$ cat src/rtl/leaf_packetizer.sv
// Transmit-side leaf adapter: 32-bit valid/ack stream -> 49-bit BFT packets with
// credit flow control and last-packet replay. Optional counters: LEAF_PACKETIZER_STATS_EN.
module leaf_packetizer #(
    parameter int PACKET_BITS           = 49,
    parameter int PAYLOAD_BITS          = 32,
    parameter int NUM_LEAF_BITS         = 4,
    parameter int NUM_PORT_BITS         = 4,
    parameter int NUM_BRAM_ADDR_BITS    = 7,
    parameter int FREESPACE_UPDATE_SIZE = 64,
    parameter int SRC_LEAF              = 0,
    parameter int SRC_PORT              = 0
) (
    input  logic                     clk,
    input  logic                     reset,
    input  logic [PAYLOAD_BITS-1:0]  din_leaf_user2interface,
    input  logic                     vld_user2interface,
    output logic                     ack_interface2user,
    input  logic [NUM_LEAF_BITS-1:0] dst_leaf,
    input  logic [NUM_PORT_BITS-1:0] dst_port,
    input  logic                     freespace_update,
    input  logic                     ready_bft2interface,
    input  logic                     resend,
    output logic [PACKET_BITS-1:0]   dout_leaf_interface2bft
`ifdef LEAF_PACKETIZER_STATS_EN
    ,
    output logic [31:0]              pkt_count,
    output logic [15:0]              resend_count
`endif
);

    localparam int WORD_BITS   = NUM_LEAF_BITS + NUM_PORT_BITS + PAYLOAD_BITS;
    localparam int CREDIT_BITS = NUM_BRAM_ADDR_BITS + 1;
    localparam logic [CREDIT_BITS:0] CREDIT_MAX  = (CREDIT_BITS+1)'(2 ** NUM_BRAM_ADDR_BITS);
    localparam logic [CREDIT_BITS:0] CREDIT_STEP = (CREDIT_BITS+1)'(FREESPACE_UPDATE_SIZE);
    localparam logic [NUM_LEAF_BITS-1:0] SRC_LEAF_F = NUM_LEAF_BITS'(SRC_LEAF);
    localparam logic [NUM_PORT_BITS-1:0] SRC_PORT_F = NUM_PORT_BITS'(SRC_PORT);

    typedef enum logic [1:0] {IDLE, SEND, CREDIT_WAIT, RESEND} state_t;

    state_t                 state, state_next;
    logic [WORD_BITS-1:0]   fifo_mem [2];
    logic                   wr_ptr, rd_ptr;
    logic [1:0]             count, count_next;
    logic [CREDIT_BITS-1:0] credit, credit_next;
    logic [CREDIT_BITS:0]   credit_sum;
    logic [PACKET_BITS-1:0] last_pkt, head_pkt;
    logic [WORD_BITS-1:0]   head;
    logic                   last_valid;
    logic                   push, new_issue, replay, pending, pending_next, resend_ok;

    assign ack_interface2user = !reset && (count != 2'd2);
    assign push     = vld_user2interface && ack_interface2user;
    assign head     = fifo_mem[rd_ptr];
    assign head_pkt = {1'b1, head[WORD_BITS-1:PAYLOAD_BITS], SRC_LEAF_F, SRC_PORT_F,
                       head[PAYLOAD_BITS-1:0]};

    // The pending-replay flag lives in the state itself: RESEND <=> replay owed.
    always_comb begin
        pending    = (state == RESEND);
        replay     = pending && ready_bft2interface;
        new_issue  = (state == SEND) && ready_bft2interface;
        count_next = count + {1'b0, push} - {1'b0, new_issue};
        credit_sum = {1'b0, credit} + (freespace_update ? CREDIT_STEP : '0)
                     - (CREDIT_BITS+1)'(new_issue);
        credit_next = (credit_sum > CREDIT_MAX) ? CREDIT_MAX[CREDIT_BITS-1:0]
                                                : credit_sum[CREDIT_BITS-1:0];
        resend_ok    = resend && (last_valid || new_issue);
        pending_next = (pending && !replay) || (resend_ok && !pending);
        state_next   = IDLE;
        if (pending_next)
            state_next = RESEND;
        else if (count_next == 2'd0)
            state_next = IDLE;
        else if (credit_next != '0)
            state_next = SEND;
        else
            state_next = CREDIT_WAIT;
    end

    always_ff @(posedge clk) begin
        if (reset) begin
            state      <= IDLE;
            count      <= '0;
            wr_ptr     <= 1'b0;
            rd_ptr     <= 1'b0;
            credit     <= CREDIT_MAX[CREDIT_BITS-1:0];
            last_valid <= 1'b0;
            dout_leaf_interface2bft <= '0;
        end else begin
            state  <= state_next;
            count  <= count_next;
            credit <= credit_next;
            if (push)
                wr_ptr <= ~wr_ptr;
            if (new_issue) begin
                rd_ptr     <= ~rd_ptr;
                last_valid <= 1'b1;
            end
            if (new_issue)
                dout_leaf_interface2bft <= head_pkt;
            else if (replay)
                dout_leaf_interface2bft <= last_pkt;
            else
                dout_leaf_interface2bft <= '0;
        end
    end

    always_ff @(posedge clk) begin
        if (push)
            fifo_mem[wr_ptr] <= {dst_leaf, dst_port, din_leaf_user2interface};
        if (new_issue)
            last_pkt <= head_pkt;
    end

`ifdef LEAF_PACKETIZER_STATS_EN
    always_ff @(posedge clk) begin
        if (reset) begin
            pkt_count    <= '0;
            resend_count <= '0;
        end else begin
            if (new_issue)
                pkt_count <= pkt_count + 32'd1;
            if (replay)
                resend_count <= resend_count + 16'd1;
        end
    end
`endif

endmodule

$ cat config.mk
export PLATFORM = sky130hd
export DESIGN_NAME = leaf_packetizer
export DESIGN_NICKNAME = d
export VERILOG_FILES = /design/src/rtl/leaf_packetizer.sv
export SDC_FILE = /design/constraint.sdc
export NUM_CORES = 1
export LEC_CHECK = 0
export ABC_AREA = 1
export CAP_MARGIN = 20
export CORE_UTILIZATION = 58
export DETAILED_ROUTE_END_ITERATION = 8
export PLACE_DENSITY = 0.84
export RECOVER_POWER = 50
export SLEW_MARGIN = 20
export SYNTH_ARGS = -nofsm -noshare
export SYNTH_HDL_FRONTEND = slang
export SYNTH_SLANG_ARGS = --single-unit
export TNS_END_PERCENT = 30
$ cat constraint.sdc
create_clock -name clk -period 6.46 [get_ports clk]
set_input_delay 1.292 -clock clk [delete_from_list [all_inputs] [get_ports clk]]
set_output_delay 1.292 -clock clk [all_outputs]
set_load 0.02 [all_outputs]
==> results of run 1 <==
Yosys cell counts, drive strengths merged:
library cell,number
buf,16
conb,1
nand3,19
xor2,2
mux2,40
edfxtp,120
clkinv,1
a21oi,51
nor3,2
inv,40
clkbuf,9
dfxtp,57
nand4,1
fa,1
nand2,116
o21ai,2
ha,11
a31oi,1
nor2,20
xnor2,1
how the worst min path moves through the flow:
| stage | from | end | cells past startpoint |
|---|---|---|---|
| CTS | last_valid | last_valid | 2 |
| global placement | rd_ptr | flop | 1 |
| global route | rd_ptr | flop | 1 |
| finish | last_valid | last_valid | 2 |
| floorplan | rd_ptr | flop | 1 |
| detailed placement | last_valid | last_valid | 2 |
stage by stage:
stage	area, um^2	total power, mW	setup slack (ps)
3_5_place_dp	7634	2.393	2300
3_3_place_gp	7579	2.322	2431
5_1_grt	8222	3.562	1260
2_1_floorplan	6634	2.131	2287
6_report	8222	3.383	1490
4_1_cts	8229	3.421	2437
final cells by class:
cell class	instances	area, um^2	share of cell area (%)
tap	140	175.2	2.131
sequential	177	4745	57.71
timing repair buffer	90	927.1	11.28
multi-input combinational	275	1623	19.74
antenna	1	2.502	0.03044
clock buffer	20	436.7	5.311
inverter	41	153.9	1.872
clock inverter	12	158.9	1.933
flip-flops by register name, indices dropped and copies added (netlist names), named ones only:
signal,flops
fifo_mem,80
dout_leaf_interface2bft,41
last_pkt,40
credit,8
count,2
state,2
last_valid,1
rd_ptr,1
wr_ptr,1
per-layer routing:
metal	up-vias	global-route usage [%]	wire length, um
li1	1918	-	-
met2	129	40.10	6436
met3	20	5.439	715
met4	0	9.363	231
met1	1938	26.72	4818
met5	-	0	0
worst max-delay path: cells and delay by family:
family,cells,cell delay [ps]
buffers and inverters,2,2180
AND/OR/NAND/NOR,1,190
power groups by stage:
stage               registers (mW)  logic [mW]  clock network [mW]
CTS                           1.46       0.932                1.03
global placement              1.47       0.853                   0
floorplan                     1.48       0.655                   0
finish                        1.45       0.910                1.02
detailed placement            1.48       0.916                   0
global route                  1.47        1.01                1.08
logic make-up (layout without fill, tap and decap cells):
logic type	count (synthesis)	count (layout)	synth area share (%)
compound gates	54	54	4.166
xor+xnor	3	3	0.3977
fa+ha+maj	12	12	2.386
buf+inv	66	163	4.355
flops	177	177	71.80
mux	40	40	6.817
other cells	1	9	0.05675
simple gates	158	158	10.02
placed cells by master (no fill, tap or decap), types with 2 or more instances in the layout:
cell | netlist | routed
sky130_fd_sc_hd__a21oi_1 | 50 | 50
sky130_fd_sc_hd__buf_16 | 0 | 2
sky130_fd_sc_hd__bufinv_16 | 0 | 3
sky130_fd_sc_hd__clkbuf_1 | 9 | 4
sky130_fd_sc_hd__clkbuf_16 | 0 | 17
sky130_fd_sc_hd__clkdlybuf4s50_1 | 0 | 5
sky130_fd_sc_hd__clkinvlp_4 | 0 | 5
sky130_fd_sc_hd__conb_1 | 1 | 8
sky130_fd_sc_hd__dfxtp_1 | 57 | 57
sky130_fd_sc_hd__dlygate4sd3_1 | 0 | 81
sky130_fd_sc_hd__edfxtp_1 | 120 | 120
sky130_fd_sc_hd__ha_1 | 11 | 11
sky130_fd_sc_hd__inv_1 | 38 | 38
sky130_fd_sc_hd__inv_2 | 2 | 2
sky130_fd_sc_hd__inv_6 | 0 | 2
sky130_fd_sc_hd__mux2_1 | 0 | 32
sky130_fd_sc_hd__mux2_2 | 40 | 8
sky130_fd_sc_hd__nand2_1 | 112 | 112
sky130_fd_sc_hd__nand2_2 | 4 | 4
sky130_fd_sc_hd__nand3_1 | 15 | 15
sky130_fd_sc_hd__nand3_2 | 4 | 4
sky130_fd_sc_hd__nor2_1 | 18 | 16
sky130_fd_sc_hd__nor2_2 | 2 | 2
sky130_fd_sc_hd__nor2_4 | 0 | 2
sky130_fd_sc_hd__o21ai_0 | 2 | 2
sky130_fd_sc_hd__xor2_1 | 2 | 2
==> Flow_metrics.wiki, run 1 <==
{| class="wikitable"
! Metric !! Value
|-
| Area of the die || 0.01182 mm^2
|-
| Avg Inst Size Synth || 12.93 um^2
|-
| Dpl cells || 723
|-
| Post-CTS setup buffer count || 0
|-
| Cell area after synthesis || 0.006608 mm^2
|-
| Launching element type of the critical path || input pin
|-
| Fraction of post-synthesis cell area in the top cell type by area || 54.54%
|-
| Tightest hold margin || 457.0 ps
|-
| Clock share of power || 30.2%
|-
| Category of the worst setup path capture point || primary output
|-
| Setup violation total in the final timing report || 0
|-
| Post-layout utilization of the core || 74.86%
|-
| Number of fillers in the final layout || 702
|-
| Avg WL per Cell || 16.14 um
|-
| Sequential-to-total area share from yosys stat || 71.80%
|-
| Power density over cell area || 411.5 mW/mm^2
|-
| Cell count after synthesis || 511
|-
| First-pass iteration count of the detailed router || 5
|-
| Layout Skew || 10.03 ps
|-
| Vias || 4005
|-
| Number of H-tree levels || 4
|-
| Critical path data arrival time || 3680 ps
|-
| # rows || 38
|-
| R2R setup slack || 3690 ps
|-
| Filler-free cell count of the finished design || 756
|-
| Area leader, netlist || sky130_fd_sc_hd__edfxtp_1
|-
| Net switching power || 1.054 mW
|-
| Fraction of power consumed by sequential logic || 42.9%
|-
| Startpoint of the lowest-slack register-to-register path || count[1]
|-
| Leakage component of the power || 3.083 nW
|-
| Unrepaired setup endpoints after global routing || no
|-
| Relative slew slack || -47.52%
|-
| Routability congestion estimate || 0.7989
|-
| Status || finished, violations left
|-
| Transition time of the tightest slew-check pin || 2213 ps
|-
| Pin count of the biggest net entering global routing || 86
|-
| Max stage delay cell, worst path || sky130_fd_sc_hd__clkbuf_1
|-
| Global-route wire length before repair || 19780 um
|-
| Max clock buf depth || 2
|-
| First DRT Iteration DRCs || 230
|-
| All-layer global routing usage || 22.76%
|-
| Top-Level Pins || 96
|-
| Initial antenna violation count || 1
|-
| DIE HEIGHT || 108.7 um
|-
| R2R depth || 6
|-
| Post-route minimum period || 4970 ps
|-
| Worst endpoint required time || 5170 ps
|-
| Root buffer cell || sky130_fd_sc_hd__clkbuf_16
|-
| Internal power contribution || 2.329 mW
|-
| Final slew viol count || 110
|-
| Effective utilization at floorplan || 60.16%
|-
| Critical path's largest stage delay || 1550 ps
|-
| Switch share || 31.14%
|-
| Die X-Extent || 108.7 um
|-
| Count of cell types in the netlist || 27
|-
| Violated checks || max-capacitance violations, max-slew violations
|-
| Vias per inst || 5.298
|-
| Last element of the critical path || ack_interface2user
|-
| Area inside the core boundary || 0.01098 mm^2
|-
| CTS Hold Bufs || 0
|-
| Port buffer count || 87
|-
| Via count of the first global-routing pass || 4057
|-
| TritonCTS clock tree || done
|-
| Total congestion overflow after global routing || 0
|-
| Largest fanout on the critical path || 48
|-
| Class of the most critical hold timing path || reg -> reg
|-
| Count of nets after finishing || 660
|-
| Yosys warnings || 0
|-
| Clock Sink Count || 177
|-
| End of the worst register-to-register path || fifo_mem[0][39]
|-
| Achievable Freq || 0.2012 GHz
|-
| Part of the cycle the worst path needs || 76.93%
|-
| Number of synthesized register bits || 177
|-
| Layout cells sized above 1 || 9.106%
|-
| Clk Latency, worst-skew pair || 420 ps
|-
| Max-cap check violation count || 3
|-
| Cells along the critical path || clkbuf_1, nor2_1, clkdlybuf4s50_1
|-
| Origin of the worst setup path || reset
|-
| Max rail drop VDD || 0.0002667 V
|-
| Category of the most critical setup path || in -> out
|-
| Reg clk slew, reported paths || 60 ps
|-
| Remaining number of nets flagged by the antenna check after routing || 0
|-
| Logic pwr share || 26.9%
|-
| Setup total negative slack || 0 ps
|-
| Number of buffers created by CTS || 17
|-
| Detailed placer's ending HPWL || 7516 um
|-
| Final hold violation count || 0
|-
| Top area cells in the synthesized netlist || sky130_fd_sc_hd__edfxtp_1 55%, sky130_fd_sc_hd__dfxtp_1 17%, sky130_fd_sc_hd__mux2_2 6.8%, sky130_fd_sc_hd__nand2_1 6.4%, sky130_fd_sc_hd__a21oi_1 3.8%
|-
| Total Wirelength || 12200 um
|-
| Number of remaining DRC errors || 0
|-
| Post-cts gate resize count || 0
|-
| Synth-to-layout area growth || 24.43%
|}
Power figures use the tool's default switching activity.
==> run 2, diff against run 1 <==
--- a/config.mk
+++ b/config.mk
@@ -7,9 +7,9 @@
 export LEC_CHECK = 0
 export ABC_AREA = 1
 export CAP_MARGIN = 20
-export CORE_UTILIZATION = 58
+export CORE_UTILIZATION = 49
 export DETAILED_ROUTE_END_ITERATION = 8
-export PLACE_DENSITY = 0.84
+export PLACE_DENSITY = 0.76
 export RECOVER_POWER = 50
 export SLEW_MARGIN = 20
 export SYNTH_ARGS = -nofsm -noshare
==> constraint.sdc (replaced) <==
create_clock -name clk -period 4.2 [get_ports clk]
set_input_delay 0.84 -clock clk [delete_from_list [all_inputs] [get_ports clk]]
set_output_delay 0.84 -clock clk [all_outputs]
set_load 0.02 [all_outputs]
==> Flow_metrics.wiki, run 2 (synthesized netlist as in run 1, its figures left out) <==
{| class="wikitable"
! Metric !! Value
|-
| Power density over cell area || 621.3 mW/mm^2
|-
| Total Wirelength || 11380 um
|-
| Max clock buf depth || 2
|-
| Startpoint of the lowest-slack register-to-register path || state[0]
|-
| Vias per inst || 4.876
|-
| Critical path data arrival time || 3590 ps
|-
| Via count of the first global-routing pass || 3906
|-
| Remaining number of nets flagged by the antenna check after routing || 0
|-
| End of the worst register-to-register path || state[1]
|-
| Category of the worst setup path capture point || flop
|-
| Detailed placer's ending HPWL || 7329 um
|-
| Avg WL per Cell || 14.28 um
|-
| Layout cells sized above 1 || 11.00%
|-
| Area inside the core boundary || 0.01319 mm^2
|-
| Number of remaining DRC errors || 4
|-
| Number of buffers created by CTS || 17
|-
| Violated checks || design-rule violations, max-capacitance violations, max-slew violations
|-
| Reg clk slew, reported paths || 60 ps
|-
| Root buffer cell || sky130_fd_sc_hd__clkbuf_16
|-
| Setup violation total in the final timing report || 0
|-
| Max rail drop VDD || 0.0003931 V
|-
| Max-cap check violation count || 2
|-
| Initial antenna violation count || 3
|-
| R2R setup slack || 1540 ps
|-
| Launching element type of the critical path || input pin
|-
| Global-route wire length before repair || 18610 um
|-
| Largest fanout on the critical path || 85
|-
| Most common library cell in the layout ignoring fill and taps || sky130_fd_sc_hd__edfxtp_1
|-
| Total congestion overflow after global routing || 0
|-
| TritonCTS clock tree || done
|-
| Setup total negative slack || 0 ps
|-
| Unrepaired setup endpoints after global routing || no
|-
| Relative slew slack || -50.32%
|-
| Post-cts gate resize count || 0
|-
| Highest-count cells in the layout ignoring fill and taps || 120 x sky130_fd_sc_hd__edfxtp_1, 112 x sky130_fd_sc_hd__nand2_1, 81 x sky130_fd_sc_hd__dlygate4sd3_1, 57 x sky130_fd_sc_hd__dfxtp_1, 50 x sky130_fd_sc_hd__a21oi_1
|-
| CTS Hold Bufs || 0
|-
| Register with the most flip-flops || fifo_mem
|-
| DIE HEIGHT || 118.1 um
|-
| All-layer global routing usage || 17.62%
|-
| Class of the most critical hold timing path || reg -> reg
|-
| First-pass iteration count of the detailed router || 6
|-
| Layout Skew || 7.089 ps
|-
| Vias || 3886
|-
| Status || finished, violations left
|-
| Origin of the worst setup path || ready_bft2interface
|-
| Category of the most critical setup path || in -> reg
|-
| Leakage component of the power || 3.094 nW
|-
| Transition time of the tightest slew-check pin || 2255 ps
|-
| Effective utilization at floorplan || 50.09%
|-
| Flip-flop count of the largest register after layout || 80
|-
| Last element of the critical path || state[1]
|-
| Number of H-tree levels || 4
|-
| Routability congestion estimate || 0.7897
|-
| Tightest hold margin || 457.1 ps
|-
| Final slew viol count || 89
|-
| Area of the die || 0.01395 mm^2
|-
| Clk Latency, worst-skew pair || 420 ps
|-
| Clock Sink Count || 177
|-
| Post-route minimum period || 3387 ps
|-
| Synth-to-layout area growth || 24.96%
|-
| Final hold violation count || 0
|-
| Top-Level Pins || 96
|-
| Achievable Freq || 0.2952 GHz
|-
| Post-CTS setup buffer count || 0
|-
| R2R depth || 11
|-
| First DRT Iteration DRCs || 182
|-
| Worst endpoint required time || 4410 ps
|-
| Count of nets after finishing || 663
|-
| Die X-Extent || 118.1 um
|-
| Port buffer count || 87
|-
| # rows || 42
|-
| Largest regs || fifo_mem: 80 flops, dout_leaf_interface2bft: 41 flops, last_pkt: 40 flops
|-
| Part of the cycle the worst path needs || 80.65%
|-
| Pin count of the biggest net entering global routing || 86
|}
[run 2: cell count changes in the layout (fill, tap and decap cells not counted), sizes merged]
cell      delta
inv          +3
clkinvlp     -3
buf          +3
bufinv       -1
clkinv       +3
clkbuf       -2
diode        +2
[run 2: layout make-up]
class | instances | area (um^2)
sequential | 177 | 4745
clock inverter | 14 | 153.9
inverter | 41 | 153.9
tap | 176 | 220.2
antenna | 3 | 7.507
multi-input combinational | 275 | 1630
clock buffer | 18 | 439.2
fill | 1013 | 4933
timing repair buffer | 93 | 907.1
[run 2: metal layers]
| layer | part of all wire, % | wire (um) | vias to the layer above | global-route usage, % |
|---|---|---|---|---|
| met3 | 3.6 | 407 | 18 | 5.378 |
| met2 | 55 | 6250 | 73 | 31.10 |
| met4 | 1.7 | 193 | 0 | 8.093 |
| met1 | 40 | 4529 | 1868 | 19.34 |
| li1 | - | - | 1927 | - |
| met5 | 0 | 0 | - | 0 |
[run 2: critical path, stage by stage]
cell and delay [ps]:
sky130_fd_sc_hd__dlygate4sd3_1 550, sky130_fd_sc_hd__inv_1 110, sky130_fd_sc_hd__nor3_4 190, sky130_fd_sc_hd__buf_4 700, sky130_fd_sc_hd__ha_1 370, sky130_fd_sc_hd__inv_1 60, sky130_fd_sc_hd__ha_1 140, sky130_fd_sc_hd__xnor2_1 130
sky130_fd_sc_hd__xor2_1 200, sky130_fd_sc_hd__nand2_1 90, sky130_fd_sc_hd__nand3_1 90, sky130_fd_sc_hd__a21oi_1 60
[run 2: how the worst min path moves through the flow]
stage               startpoint      to  slack (ps)  depth (start not counted)
floorplan               rd_ptr    flop         430                          1
global route            rd_ptr  rd_ptr         470                          1
global placement        rd_ptr    flop         430                          1
finish                  rd_ptr  rd_ptr         460                          1
detailed placement      rd_ptr  rd_ptr         450                          1
CTS                     rd_ptr  rd_ptr         460                          1
[run 2: through the flow]
step | power, mW | util, % | cells | instance area, um^2 | setup WS (ps)
after floorplan | 3.278 | - | 518 | 6634 | 478.6
after global placement | 3.593 | 58.08 | 762 | 7661 | 583.1
after detailed placement | 3.661 | 58.08 | 762 | 7661 | 500.9
after CTS | 5.222 | 62.58 | 794 | 8254 | 947.4
after global routing | 5.440 | 62.58 | 796 | 8254 | 554.7
final | 5.130 | 62.60 | 797 | 8257 | 812.6
[run 2: report_power, final]
group | switching (mW) | leakage (nW) | internal [mW] | total (mW)
Sequential | 0.103 | 1.56 | 2.13 | 2.23
Clock | 0.652 | 0.289 | 0.901 | 1.55
Combinational | 0.835 | 1.24 | 0.512 | 1.35
Total | 1.59 | 3.09 | 3.54 | 5.13
==> run 3, diff against run 2 <==
==> constraint.sdc (replaced) <==
create_clock -name clk -period 3 [get_ports clk]
set_input_delay 0.6 -clock clk [delete_from_list [all_inputs] [get_ports clk]]
set_output_delay 0.6 -clock clk [all_outputs]
set_load 0.02 [all_outputs]
==> Flow_metrics.wiki, run 3 (synthesized netlist as in run 1, its figures left out) <==
{| class="wikitable"
! Metric !! Value
|-
| Total congestion overflow after global routing || 0
|-
| Area inside the core boundary || 0.01319 mm^2
|-
| Post-layout utilization of the core || 62.72%
|-
| Power density over cell area || 866.4 mW/mm^2
|-
| Max-cap check violation count || 0
|-
| Internal power contribution || 4.943 mW
|-
| Largest regs || fifo_mem: 80 flops, dout_leaf_interface2bft: 41 flops, last_pkt: 40 flops
|-
| Category of the most critical setup path || in -> reg
|-
| Register with the most flip-flops || fifo_mem
|-
| Critical path's most frequent cell || sky130_fd_sc_hd__nand2_1
|-
| # rows || 42
|-
| Setup violation total in the final timing report || 0
|-
| Tightest hold margin || 457.1 ps
|-
| Number of fillers in the final layout || 993
|-
| Total Wirelength || 11630 um
|-
| Achievable Freq || 0.3717 GHz
|-
| Avg WL per Cell || 14.52 um
|-
| Leakage component of the power || 2.986 nW
|-
| Pin count of the biggest net entering global routing || 85
|-
| Reg clk slew, reported paths || 60 ps
|-
| Vias || 3928
|-
| WHS Path Cells || 2
|-
| First DRT Iteration DRCs || 225
|-
| Total non-filler cell area in the finished layout || 0.008273 mm^2
|-
| Setup total negative slack || 0 ps
|-
| Placement-stage cell area || 0.007731 mm^2
|-
| Delay-heaviest family, CP || simple AND/OR/NAND/NOR gates
|-
| Post-route minimum period || 2690 ps
|-
| Max clock buf depth || 2
|-
| Number of buffer and inverter stages on the critical path || 5
|-
| Number of remaining DRC errors || 1
|-
| Largest fanout on the critical path || 3
|-
| Flip-flop count of the largest register after layout || 80
|-
| Number of cells on the critical path || 19
|-
| Layout Skew || 4.887 ps
|-
| Cells along the critical path || clkdlybuf4s50_1, inv_1, nor3_4, ha_1, inv_1, ha_1, fa_2, nand3_1, nand3_1, nand2_1, nand2_1, nor2_2, inv_1, nor2_1, nand3_1, clkinv_1, nand2_1, nand2_1, a21oi_2
|-
| DIE HEIGHT || 118.1 um
|-
| Post-CTS setup buffer count || 0
|-
| Layout cells sized above 1 || 11.70%
|-
| Status || finished, violations left
|-
| Initial antenna violation count || 1
|-
| TritonCTS clock tree || done
|-
| Filler-free cell count of the finished design || 801
|-
| Part of the cycle the worst path needs || 89.67%
|-
| Logic pwr share || 28.3%
|-
| Critical path's largest stage delay || 480 ps
|-
| Root buffer cell || sky130_fd_sc_hd__clkbuf_16
|-
| Switch share || 31.03%
|-
| Net switching power || 2.224 mW
|-
| Dpl cells || 768
|-
| Global-route wire length before repair || 19240 um
|-
| Violated checks || design-rule violations
|-
| Highest-count cells in the layout ignoring fill and taps || 120 x sky130_fd_sc_hd__edfxtp_1, 112 x sky130_fd_sc_hd__nand2_1, 57 x sky130_fd_sc_hd__dfxtp_1, 50 x sky130_fd_sc_hd__a21oi_1, 46 x sky130_fd_sc_hd__clkdlybuf4s50_1
|-
| Critical path data arrival time || 2950 ps
|-
| Class of the most critical hold timing path || reg -> reg
|-
| Category of the worst setup path capture point || flop
|-
| Transition time of the tightest slew-check pin || 1087 ps
|-
| Most common library cell in the layout ignoring fill and taps || sky130_fd_sc_hd__edfxtp_1
|-
| Fraction of power consumed by sequential logic || 43.0%
|-
| Storage cell area || 0.004745 mm^2
|-
| Area of the multi-input gates || 0.001625 mm^2
|-
| Synth-to-layout area growth || 25.20%
|-
| Max stage delay cell, worst path || sky130_fd_sc_hd__clkdlybuf4s50_1
|-
| Routability congestion estimate || 0.7515
|-
| Worst endpoint required time || 3260 ps
|-
| Area of the die || 0.01395 mm^2
|-
| All-layer global routing usage || 18.17%
|-
| Clk Latency, worst-skew pair || 420 ps
|-
| Clock share of power || 28.7%
|-
| Detailed placer's ending HPWL || 7354 um
|-
| Final slew viol count || 0
|-
| Vias per inst || 4.904
|-
| Final hold violation count || 0
|-
| Unrepaired setup endpoints after global routing || no
|-
| Number of H-tree levels || 4
|-
| Relative slew slack || 27.53%
|-
| R2R depth || 17
|-
| Number of buffers created by CTS || 17
|-
| Port buffer count || 87
|-
| Die X-Extent || 118.1 um
|-
| First-pass iteration count of the detailed router || 6
|-
| Top-Level Pins || 96
|-
| Remaining number of nets flagged by the antenna check after routing || 0
|-
| Post-cts gate resize count || 0
|-
| Clock Sink Count || 177
|-
| Max rail drop VDD || 0.0005201 V
|-
| Launching element type of the critical path || input pin
|-
| Effective utilization at floorplan || 50.09%
|-
| Count of nets after finishing || 669
|-
| CTS Hold Bufs || 0
|-
| Via count of the first global-routing pass || 3985
|}
## run 3: worst register-to-register path, delay by kind of cell, from the launching register on
family	cells	cell delay (ps)
AND/OR/NAND/NOR	10	880
buffers and inverters	3	150
adder cells (fa/ha/maj)	3	730
AO/OA/AOI/OAI	1	50
flip-flops	1	340
## run 3: layer usage
layer / GRT usage (%) / up-vias / part of all wire, %
met3: 4.700 / 22 / 3.2
met2: 31.65 / 76 / 52
met1: 21.12 / 1900 / 43
met4: 7.772 / 0 / 2.1
met5: 0 / - / 0
li1: - / 1930 / -
## run 3: per-stage QoR
step                power [mW]  setup WS (ps)
finish                   7.168          309.8
global placement         5.151         -109.0
global route             7.606          29.63
CTS                      7.266          248.8
floorplan                4.601         -280.5
detailed placement       5.209         -185.5
## run 3: cell type report
type | instances | share of cell area (%)
Antenna cell | 1 | 0.03025
Clock buffer | 22 | 5.868
Clock inverter | 10 | 0.8621
Inverter | 41 | 1.860
Multi-Input combinational cell | 275 | 19.65
Sequential cell | 177 | 57.35
Tap cell | 176 | 2.662
Timing Repair Buffer | 99 | 11.72
## run 3: power by group through the flow
stage | combinational, mW | sequential, mW | clock (mW)
after detailed placement | 2.07 | 3.14 | 0
final | 2.03 | 3.08 | 2.05
after global routing | 2.31 | 3.12 | 2.18
after CTS | 2.08 | 3.09 | 2.09
after floorplan | 1.42 | 3.18 | 0
after global placement | 2.02 | 3.13 | 0
## run 3: worst paths after layout
path | start | endpoint | slack (ps)
max reg2reg | state[1] | state[0] | 690
min | last_valid | last_valid | 460
min reg2reg | last_valid | last_valid | 460
max | ready_bft2interface | state[0] | 310
